$ cat config.mk
export PLATFORM = sky130hd
export DESIGN_NAME = pipe_hazard_ctrl
export DESIGN_NICKNAME = d
export VERILOG_FILES = /design/src/rtl/cpu_pkg.sv /design/src/rtl/hazard_detect.sv /design/src/rtl/pipe_hazard_ctrl.sv
export SDC_FILE = /design/constraint.sdc
export NUM_CORES = 1
export LEC_CHECK = 0
export CAP_MARGIN = 15
export CELL_PAD_IN_SITES_DETAIL_PLACEMENT = 1
export CELL_PAD_IN_SITES_GLOBAL_PLACEMENT = 2
export CORE_ASPECT_RATIO = 0.6
export CORE_UTILIZATION = 17
export DETAILED_ROUTE_END_ITERATION = 10
export PLACE_DENSITY = 0.83
export SLEW_MARGIN = 20
export SYNTH_ARGS = -nofsm -noshare
export SYNTH_HDL_FRONTEND = slang
export SYNTH_SLANG_ARGS = --single-unit
$ cat constraint.sdc
create_clock -name clk -period 1.37 [get_ports clk]
set_input_delay 0.274 -clock clk [delete_from_list [all_inputs] [get_ports clk]]
set_output_delay 0.274 -clock clk [all_outputs]
set_load 0.01 [all_outputs]
$ cat src/rtl/cpu_pkg.sv
// Shared definitions for the 5-stage 16-bit CPU: opcodes, the pipeline control
// state and the NOP encoding.
package cpu_pkg;

  localparam logic [3:0] OP_LW  = 4'b1000;
  localparam logic [3:0] OP_SW  = 4'b1001;
  localparam logic [3:0] OP_B   = 4'b1100;
  localparam logic [3:0] OP_BR  = 4'b1101;
  localparam logic [3:0] OP_HLT = 4'b1111;

  localparam logic [15:0] NOP_INSTR = 16'h0000;

  typedef enum logic [1:0] {
    RUN    = 2'd0,
    DRAIN  = 2'd1,
    HALTED = 2'd2
  } ctrl_state_t;

endpackage

$ cat src/rtl/hazard_detect.sv
// Load-use hazard detector: a LW in execute whose destination is read by the
// instruction in decode. R0 is hardwired to zero and so never hazards.
module hazard_detect #(
  parameter int REG_W = 4
) (
  input  logic [REG_W-1:0] fd_rs,
  input  logic [REG_W-1:0] fd_rt,
  input  logic             fd_uses_rs,
  input  logic             fd_uses_rt,
  input  logic             dx_memread,
  input  logic [REG_W-1:0] dx_rd,
  output logic             lu
);

  logic rs_match;
  logic rt_match;

  assign rs_match = fd_uses_rs && (dx_rd == fd_rs);
  assign rt_match = fd_uses_rt && (dx_rd == fd_rt);
  assign lu       = dx_memread && (dx_rd != '0) && (rs_match || rt_match);

endmodule

$ cat src/rtl/pipe_hazard_ctrl.sv
// Central pipeline sequencer: stage enables and flushes for memory stalls,
// load-use bubbles, decode-stage branches and halt draining; owns halted.
module pipe_hazard_ctrl
  import cpu_pkg::*;
#(
  parameter int REG_W        = 4,
  parameter int DRAIN_CYCLES = 4
) (
  input  logic             clk,
  input  logic             rst,
  input  logic             if_halt,
  input  logic [REG_W-1:0] fd_rs,
  input  logic [REG_W-1:0] fd_rt,
  input  logic             fd_uses_rs,
  input  logic             fd_uses_rt,
  input  logic             dx_memread,
  input  logic [REG_W-1:0] dx_rd,
  input  logic             br_taken,
  input  logic             mem_stall,
  output logic             pc_wen,
  output logic             fd_wen,
  output logic             fd_flush,
  output logic             dx_flush,
  output logic             pipe_wen,
  output logic             halted
);

  localparam int CNT_W = $clog2(DRAIN_CYCLES + 1);
  localparam logic [CNT_W-1:0] CNT_LOAD = CNT_W'(DRAIN_CYCLES - 1);

  ctrl_state_t      state;
  logic [CNT_W-1:0] cnt;
  logic             lu;

  hazard_detect #(.REG_W(REG_W)) u_hazard_detect (
    .fd_rs      (fd_rs),
    .fd_rt      (fd_rt),
    .fd_uses_rs (fd_uses_rs),
    .fd_uses_rt (fd_uses_rt),
    .dx_memread (dx_memread),
    .dx_rd      (dx_rd),
    .lu         (lu)
  );

  always_comb begin
    // NOTE: every output gets a default first so no path through the case infers a latch.
    pc_wen   = 1'b0;
    fd_wen   = 1'b0;
    fd_flush = 1'b0;
    dx_flush = 1'b0;
    pipe_wen = 1'b0;
    if (rst) begin
      unique case (state)
        RUN: begin
          if (mem_stall) begin
            // full freeze: every stage holds
          end else if (lu) begin
            dx_flush = 1'b1;
            pipe_wen = 1'b1;
          end else if (br_taken) begin
            pc_wen   = 1'b1;
            fd_wen   = 1'b1;
            fd_flush = 1'b1;
            pipe_wen = 1'b1;
          end else if (if_halt) begin
            fd_wen   = 1'b1;
            pipe_wen = 1'b1;
          end else begin
            pc_wen   = 1'b1;
            fd_wen   = 1'b1;
            pipe_wen = 1'b1;
          end
        end
        DRAIN: begin
          fd_wen   = !mem_stall;
          fd_flush = 1'b1;
          pipe_wen = !mem_stall;
        end
        default: ;
      endcase
    end
  end

  // NOTE: sequential state uses non-blocking assignments so all flops update together at the edge.
  always_ff @(posedge clk or negedge rst) begin
    if (!rst) begin
      state  <= RUN;
      cnt    <= '0;
      halted <= 1'b0;
    end else begin
      unique case (state)
        RUN: begin
          if (!mem_stall && !lu && !br_taken && if_halt) begin
            state <= DRAIN;
            cnt   <= CNT_LOAD;
          end
        end
        DRAIN: begin
          if (!mem_stall) begin
            if (cnt == '0) begin
              state  <= HALTED;
              halted <= 1'b1;
            end else begin
              cnt <= cnt - 1'b1;
            end
          end
        end
        HALTED: ;
        default: state <= RUN;
      endcase
    end
  end

endmodule

After elaboration in Yosys (flattened, before gate mapping)
Index checks and enable logic that the tools add are counted.
{ "classes": {"n_mux": 30, "bitwise_logic": 2, "n_addsub": 1, "reduce_logical": 18, "eq_ne": 8} }
{ "ops": {"columns": ["cell", "n"], "rows": [
  ["2-to-1 mux 1 bit", 19],
  ["2-to-1 mux 3 bit", 3],
  ["== test 4 bit", 2],
  ["inequality test 2 bit (second input constant)", 4],
  ["AND reduction 4 bit", 2],
  ["logical AND 1 bit", 7],
  ["2-to-1 mux 2 bit", 3],
  ["one-hot mux 1 bit (2 select lines)", 3],
  ["one-hot mux 2 bit (3 select lines)", 1],
  ["one-hot mux 3 bit (2 select lines)", 1],
  ["nonzero test 4 bit", 1],
  ["logical NOT 1 bit", 3],
  ["logical NOT 3 bit", 1],
  ["AND reduction 3 bit", 1],
  ["subtractor 3 x 1 -> 3 bit (second input constant)", 1],
  ["== test 2 x 1 -> 1 bit (second input constant)", 1],
  ["== test 2 bit (second input constant)", 1],
  ["logical NOT 2 bit", 1],
  ["inverter 1 bit", 2],
  ["nonzero test 2 bit", 1],
  ["logical OR 1 bit", 1]
]} }
{ "totals": {"output_inout_bits": 6, "reg_bits": 6, "wordCells": 62, "in_bits": 20} }

Logic depth before layout (Yosys ltp)
Gate-level depths: netlist (run 1).
{ "logic_depth": {"ltp_word": 10, "ltp_mapped": 6, "ltp_nobuf": 6} }

Modules after synthesis
Synthesis (run 1) repeated with hierarchy kept, for this count alone.
{ "unflattened": {"cells_unflattened": 57, "area_unflattened_um2": 515.5} }
{ "by_module_without_submodules": {"columns": ["module", "instances", "area_each_um2", "seq_area_each_um2", "cells_per_inst"], "rows": [
  ["pipe_hazard_ctrl", 1, 411.6, 150.1, 43],
  ["hazard_detect", 1, 103.8, 0.0, 14]
]} }

Least setup slack after synthesis (run 1)
Ideal clock, no wire load.
{ "synth_timing": {"path_kind": "input -> output", "start": "in dx_rd[0]", "end": "out dx_flush", "t_required_ns": 1.096, "path_buffers": 0, "setup_slack_ns": -0.172, "stages": 5, "t_arrival_ns": 1.268, "cell_sequence": "xor2_1 -> nor3_1 -> nand4_1 -> and2_4 -> nor4_1"} }
{ "synth_via": {"elab_chain_len": 8, "word_cells_on_any_way": 12, "classes_between": "eq/ne (2); mux (4); reduce/logical (6)"} }
{ "synth_rtl": {"columns": ["item", "line", "source"], "rows": [
  ["start: declaration", "pipe_hazard_ctrl.sv:17", "input logic [REG_W-1:0] dx_rd,"],
  ["== test 4 bit (on tied branches)", "hazard_detect.sv:18, hazard_detect.sv:19", null],
  ["logical AND 1 bit (on tied branches)", "hazard_detect.sv:18, hazard_detect.sv:19", null],
  ["logical OR 1 bit", "hazard_detect.sv:20", "assign lu = dx_memread && (dx_rd != '0) && (rs_match || rt_match);"],
  ["logical AND 1 bit (*)", "hazard_detect.sv:20", null],
  ["2-to-1 mux 1 bit (*)", "pipe_hazard_ctrl.sv:57", "end else if (lu) begin"],
  ["2-to-1 mux 1 bit (*)", "pipe_hazard_ctrl.sv:55", "if (mem_stall) begin"],
  ["2-to-1 mux 1 bit (*)", "pipe_hazard_ctrl.sv:53", "unique case (state)"],
  ["2-to-1 mux 1 bit (*)", "pipe_hazard_ctrl.sv:52", "if (rst) begin"],
  ["end: declaration", "pipe_hazard_ctrl.sv:23", "output logic dx_flush,"]
]} }
Every way passes the cells marked *; elsewhere a longest branch is shown, timed or not.

Worst setup path in the final report (run 1)
{ "layout_timing": {"start": "in fd_rs[0]", "end": "out pc_wen"} }
{ "layout_via": {"elab_chain_len": 8} }
{ "layout_rtl": {"columns": ["item", "line", "source"], "rows": [
  ["start: declaration", "pipe_hazard_ctrl.sv:12", "input logic [REG_W-1:0] fd_rs,"],
  ["== test 4 bit", "hazard_detect.sv:18", "assign rs_match = fd_uses_rs && (dx_rd == fd_rs);"],
  ["logical AND 1 bit", "hazard_detect.sv:18", null],
  ["logical OR 1 bit", "hazard_detect.sv:20", null],
  ["logical AND 1 bit", "hazard_detect.sv:20", null],
  ["2-to-1 mux 1 bit", "pipe_hazard_ctrl.sv:57", null],
  ["2-to-1 mux 1 bit", "pipe_hazard_ctrl.sv:55", null],
  ["2-to-1 mux 1 bit", "pipe_hazard_ctrl.sv:53", null],
  ["2-to-1 mux 1 bit", "pipe_hazard_ctrl.sv:52", null],
  ["end: declaration", "pipe_hazard_ctrl.sv:20", "output logic pc_wen,"]
]} }
Every way passes these cells.

==> results of run 1 <==
-- report_power, final --
group	internal [mW]	leakage [nW]	total [mW]	switching, mW
Sequential	0.255	0.0724	0.312	0.0574
Combinational	0.307	0.386	0.603	0.296
Clock	0.188	0.0216	0.260	0.0719
-- through the flow --
step                hold slack, ps  TNS (ps)
finish                         156     -1990
global route                   168     -2700
CTS                            154     -2090
detailed placement             455     -6890
global placement               452     -6740
floorplan                    -21.6      -160
-- synth_stat cells --
cell type  count
xnor2_1        2
nand4_1        2
inv_1          4
dfrtp_1        6
nand3_1        2
o41a_1         1
and2_4         1
and4b_1        1
nand2b_1       4
o21ai_0        2
mux2i_1        1
a41oi_1        1
nor4_1         2
o21a_1         1
nor3_1         2
nor2_1         6
ha_1           2
a21oi_1        3
o211ai_1       1
nand2_1        4
xor2_1         6
-- path summary, 6_finish.rpt --
check	from	to	slack [ps]	cells after the start
max reg2reg	state[1]	cnt[2]	0	6
min	rst	cnt[0]	160	2
max in group asynchronous	rst	cnt[1]	1100	2
max	fd_rs[0]	pc_wen	-490	8
min reg2reg	halted	halted	460	1
min in group clk	halted	halted	460	1
-- state kept, by name, summed over array words and instances (netlist names) --
signal  cells
cnt         3
halted      1
state       2
-- critical path, stage by stage --
cell,delay (ps)
buf_6,100
xor2_2,180
nor3_2,220
nand4_1,170
buf_4,170
and2_4,160
and4b_1,170
buf_2,130
-- cell type report --
type,count,area [µm²],area share (%)
Tap cell,32,40.0,4.01
Timing Repair Buffer,45,369,36.9
Clock buffer,3,41.3,4.13
Multi-Input combinational cell,44,384,38.4
Inverter,4,15.0,1.50
Sequential cell,6,150,15.0
-- kinds of logic after synthesis --
kind of cell / Yosys count / synth area share, %
DFF: 6 / 32.9
xor gates and xnor gates: 8 / 15.3
muxes: 1 / 2.19
and+or+nand+nor: 24 / 27.7
adders and majority gates: 2 / 5.48
AOI/OAI and AO/OA: 9 / 13.2
buffers and inverters: 4 / 3.29
-- repair_timing --
action,4_1_cts,5_1_grt
pin swaps,18,9
buffers inserted,21,2
setup endpoints to repair,9,10
resized for setup,82,13
-- routing by layer --
| metal | vias to the layer above | track usage (%) | routed length, µm |
|---|---|---|---|
| met3 | 0 | 4.89 | 73 |
| met1 | 281 | 20.1 | 863 |
| met2 | 9 | 25.4 | 1040 |
| li1 | 284 | - | - |
| met4 | 0 | 2.45 | 0 |
| met5 | - | 0 | 0 |
==> flow_summary.ini, run 1 <==
[detailed_routing]
dr_total_vias = 574
ant_nets = 0
drtIter0Drc = 29
routed_wl_um = 1980
drt_first_pass_iters = 4
wl_per_cell_um = 14.7
drc = 0
viasPerCell = 4.28

[global_routing]
grt_use_total_pct = 15.5
antenna_found_initial = 0
grt_pass1_wl_um = 3160
grt_max_degree = 7
grt.overflow.total = 0
first_global_vias = 664

[run_status]
status = finished, violations left
violations = negative setup slack

[clock_tree]
cts_root_buf = clkbuf_8
ctsHoldBuffers = 0
cts.path.max_buffers = 2
tritoncts = yes
cts_num_sinks = 6
htree_levels = 1
clk_latency_ps = 220
numCtsBuffers = 3
clk_pin_slew_worst_paths_ps = 40

[timing]
slew_viol_final = 0
clock.fmax_ghz = 0.537
grt_setup_unrepaired = yes
timing.final.hold_violations = 0
tightest_slew_ps = 370
finalSetupViolCount = 8
slew_headroom_pct = 75.3
clock_skew_ps = 0.422
setup_ws_ps = -492
fin_crit_sh_pct = 136
fin_crit_ps = 1860

[placement]
place_hpwl_um = 1450
place_area_um2 = 836
pre_cts_ws_ps = -1160
place_inst = 122
io_buffers = 25
gp_congestion = 0.764

[floorplan]
die-area_um2 = 2900
die_y_um = 42.1
core_area_um2 = 2520
rows = 14
die_w_um = 68.9
ios = 26
start_util_pct = 18.1

[power]
ir_worst_vdd_v = 0.000496
power_leakage_nw = 0.480
p_per_area_nw_per_um2 = 1180
power_mw = 1.18

[run]
drv_cap = 0

[final_layout]
design_area_um2 = 1000
antenna_cells = 0
final_cell_mix = buf_4, buf_2, buf_6
stdcell_count = 134
drive_above_1_share_pct = 51.0
fin_nets = 126
final_core_util_pct = 39.6
num-fill-cells = 302
area_growth_pct = 119
layout_commonest_cell = buf_4

[worst_setup_path]
path_class = in2out
crit_fanout = 4
endpoint_kind = primary output
worstPathRequired_ps = 1100
worst-endpoint-arrival_ps = 1590
start_kind = primary input

[synth]
ys_seq_area_share_pct = 32.9
netlist_area_um2 = 457
ys_ff_latch = 6
ys_types = 21
synth_largest_area_cell = dfrtp_1
synth_cells = 54
yosys_warnings = 0
yosys-top-cells-area = dfrtp_1, xor2_1, ha_1, nand2b_1, nor2_1
avgSynthCellArea_um2 = 8.46
yosysTopAreaCellShare_pct = 32.9
syn-num-nets = 76

[min_path]
hold_class = in2async
(Power assumes the default switching activity.)
==> inputs of run 2 (changes only) <==
--- a/constraint.sdc
+++ b/constraint.sdc
@@ -3,2 +3,2 @@
 set_output_delay 0.274 -clock clk [all_outputs]
-set_load 0.01 [all_outputs]
+set_load 0.1 [all_outputs]
==> run 2 against run 1 <==
Compared with the run above: the flow still finishes with violations (negative setup slack); via count shrank 0.35%; sequential power grew 13%; critical endpoint unchanged; first-iteration DRC count shrank 59%; sequential share of layout area shrank 1.3 points; setup slack gained 47 ps; maximum frequency grew 2.6%; hold slack gained 25 ps; final area grew 10%; total power grew 34%; critical path depth shrank 2.
==> flow_summary.ini, run 2 (synthesized netlist as in run 1, its figures left out) <==
[run_status]
status = finished, violations left
violations = negative setup slack

[detailed_routing]
viasPerCell = 4.50
drtIter0Drc = 12
dr_total_vias = 572
routed_wl_um = 1950
drt-met1-wl_um = 914
drc = 0
met2_length_um = 928
dr.max_layer_used = met4
wl_per_cell_um = 15.3
routed-wl-met3_um = 92
ant_nets = 0
drt_first_pass_iters = 4

[final_layout]
final_core_util_pct = 43.6
design_area_um2 = 1100
antenna_cells = 0
largest-register = cnt
layout_commonest_cell = buf_4
final_cell_mix = buf_4, buf_6, buf_12
top_regs = cnt: 3 flops, state: 2 flops, halted: 1 flops
drive_above_1_share_pct = 52.6
stdcell_count = 127
fin_nets = 119
area_growth_pct = 141
largest_register_ffs = 3

[timing]
fin_crit_sh_pct = 132
grt_setup_unrepaired = yes
timing.final.hold_violations = 0
clock.fmax_ghz = 0.551
slew_headroom_pct = 79.6
finalSetupViolCount = 5
fin_crit_ps = 1810
slew_viol_final = 0
tightest_slew_ps = 306
clock_skew_ps = 5.11
setup_ws_ps = -445

[min_path]
hold_class = in2async

[clock_tree]
cts_num_sinks = 6
ctsHoldBuffers = 0
cts.path.max_buffers = 2
cts_root_buf = clkbuf_8
numCtsBuffers = 3
tritoncts = yes
clk_latency_ps = 220
htree_levels = 1
clk_pin_slew_worst_paths_ps = 40

[run]
drv_cap = 0

[global_routing]
grt_use_total_pct = 14.5
grt.overflow.total = 0
grt_max_degree = 9
first_global_vias = 574
antenna_found_initial = 0
grt_pass1_wl_um = 2930

[power]
power_leakage_nw = 0.484
ir_worst_vdd_v = 0.000768
p_per_area_nw_per_um2 = 1430

[floorplan]
die-area_um2 = 2900
core_area_um2 = 2520
die_w_um = 68.9
ios = 26
rows = 14
start_util_pct = 18.1
die_y_um = 42.1

[worst_setup_path]
regToRegSetupSlack_ps = 90
worst-endpoint-arrival_ps = 1540
timing.critical_path.from = dx_rd[1]
slowest_delay_ps = 430
worstPathRequired_ps = 1100
path_class = in2out
rr_startpoint = state[1]
crit_fanout = 4
worstSetupEndpoint = pc_wen
cp_cell_sequence = buf_6 -> o41a_1 -> nand4_1 -> and2_4 -> and4b_2 -> buf_12
endpoint_kind = primary output
start_kind = primary input
r2r-end = cnt[2]
crit_slowest_cell = o41a_1
rr_worst_depth = 6

[placement]
place_area_um2 = 902
gp_congestion = 0.736
io_buffers = 25
place_inst = 119
place_hpwl_um = 1530
## run 2: cell count changes in the layout (fill, tap and decap cells not counted), sizes merged
cell / before / now
clkbuf: 5 / 3
buf: 33 / 28
clkdlybuf4s15: 0 / 3
clkdlybuf4s50: 4 / 3
dlygate4sd2: 5 / 3
## run 2: power by group
| group | switching, mW | internal (mW) | total, mW |
|---|---|---|---|
| combinational | 0.554 | 0.402 | 0.956 |
| sequential | 0.0964 | 0.257 | 0.354 |
| clock | 0.0722 | 0.188 | 0.261 |
| total | 0.723 | 0.847 | 1.57 |
## run 2: metal layers
metal	global-route usage [%]	up-vias
li1	-	274
met1	20.7	281
met2	21.4	15
met3	4.08	2
met4	3.67	0
met5	0	-
## run 2: worst max-delay path: cells and delay by family
family,cells,cell delay [ps]
AO/OA/AOI/OAI,1,430
buffers and inverters,2,280
AND/OR/NAND/NOR,3,560
## run 2: cell type report
class	count	area (µm²)
Fill cell	286	1420
Tap cell	32	40.0
Clock buffer	3	41.3
Inverter	4	15.0
Timing Repair Buffer	38	417
Sequential cell	6	151
Multi-Input combinational cell	44	435
## run 2: repair_timing
action / in CTS / in global routing
setup endpoints to repair: 9 / 9
pin swaps: 18 / 9
gates resized for setup: 68 / 7
buffers inserted: 4 / 1
## run 2: worst min-delay path by stage
| stage | from | endpoint | slack [ps] | cells past startpoint |
|---|---|---|---|---|
| final | rst | cnt[2] | 180 | 2 |
| after global routing | rst | cnt[2] | 200 | 2 |
| after CTS | rst | cnt[2] | 190 | 2 |
| after detailed placement | cnt[1] | cnt[1] | 510 | 2 |
| after global placement | cnt[1] | cnt[1] | 500 | 2 |
| after floorplan | rst | cnt[0] | -20 | 0 |
## run 2: stage by stage
stage                     setup TNS, ps  power (mW)  setup slack (ps)  hold WS (ps)
after detailed placement          -5770        1.21              -938           511
final                             -1640        1.57              -445           181
after global routing              -1910        1.65              -499           197
after floorplan                   -2430       0.828              -802         -21.6
after CTS                         -1770        1.56              -466           189
after global placement            -5290        1.19              -839           495
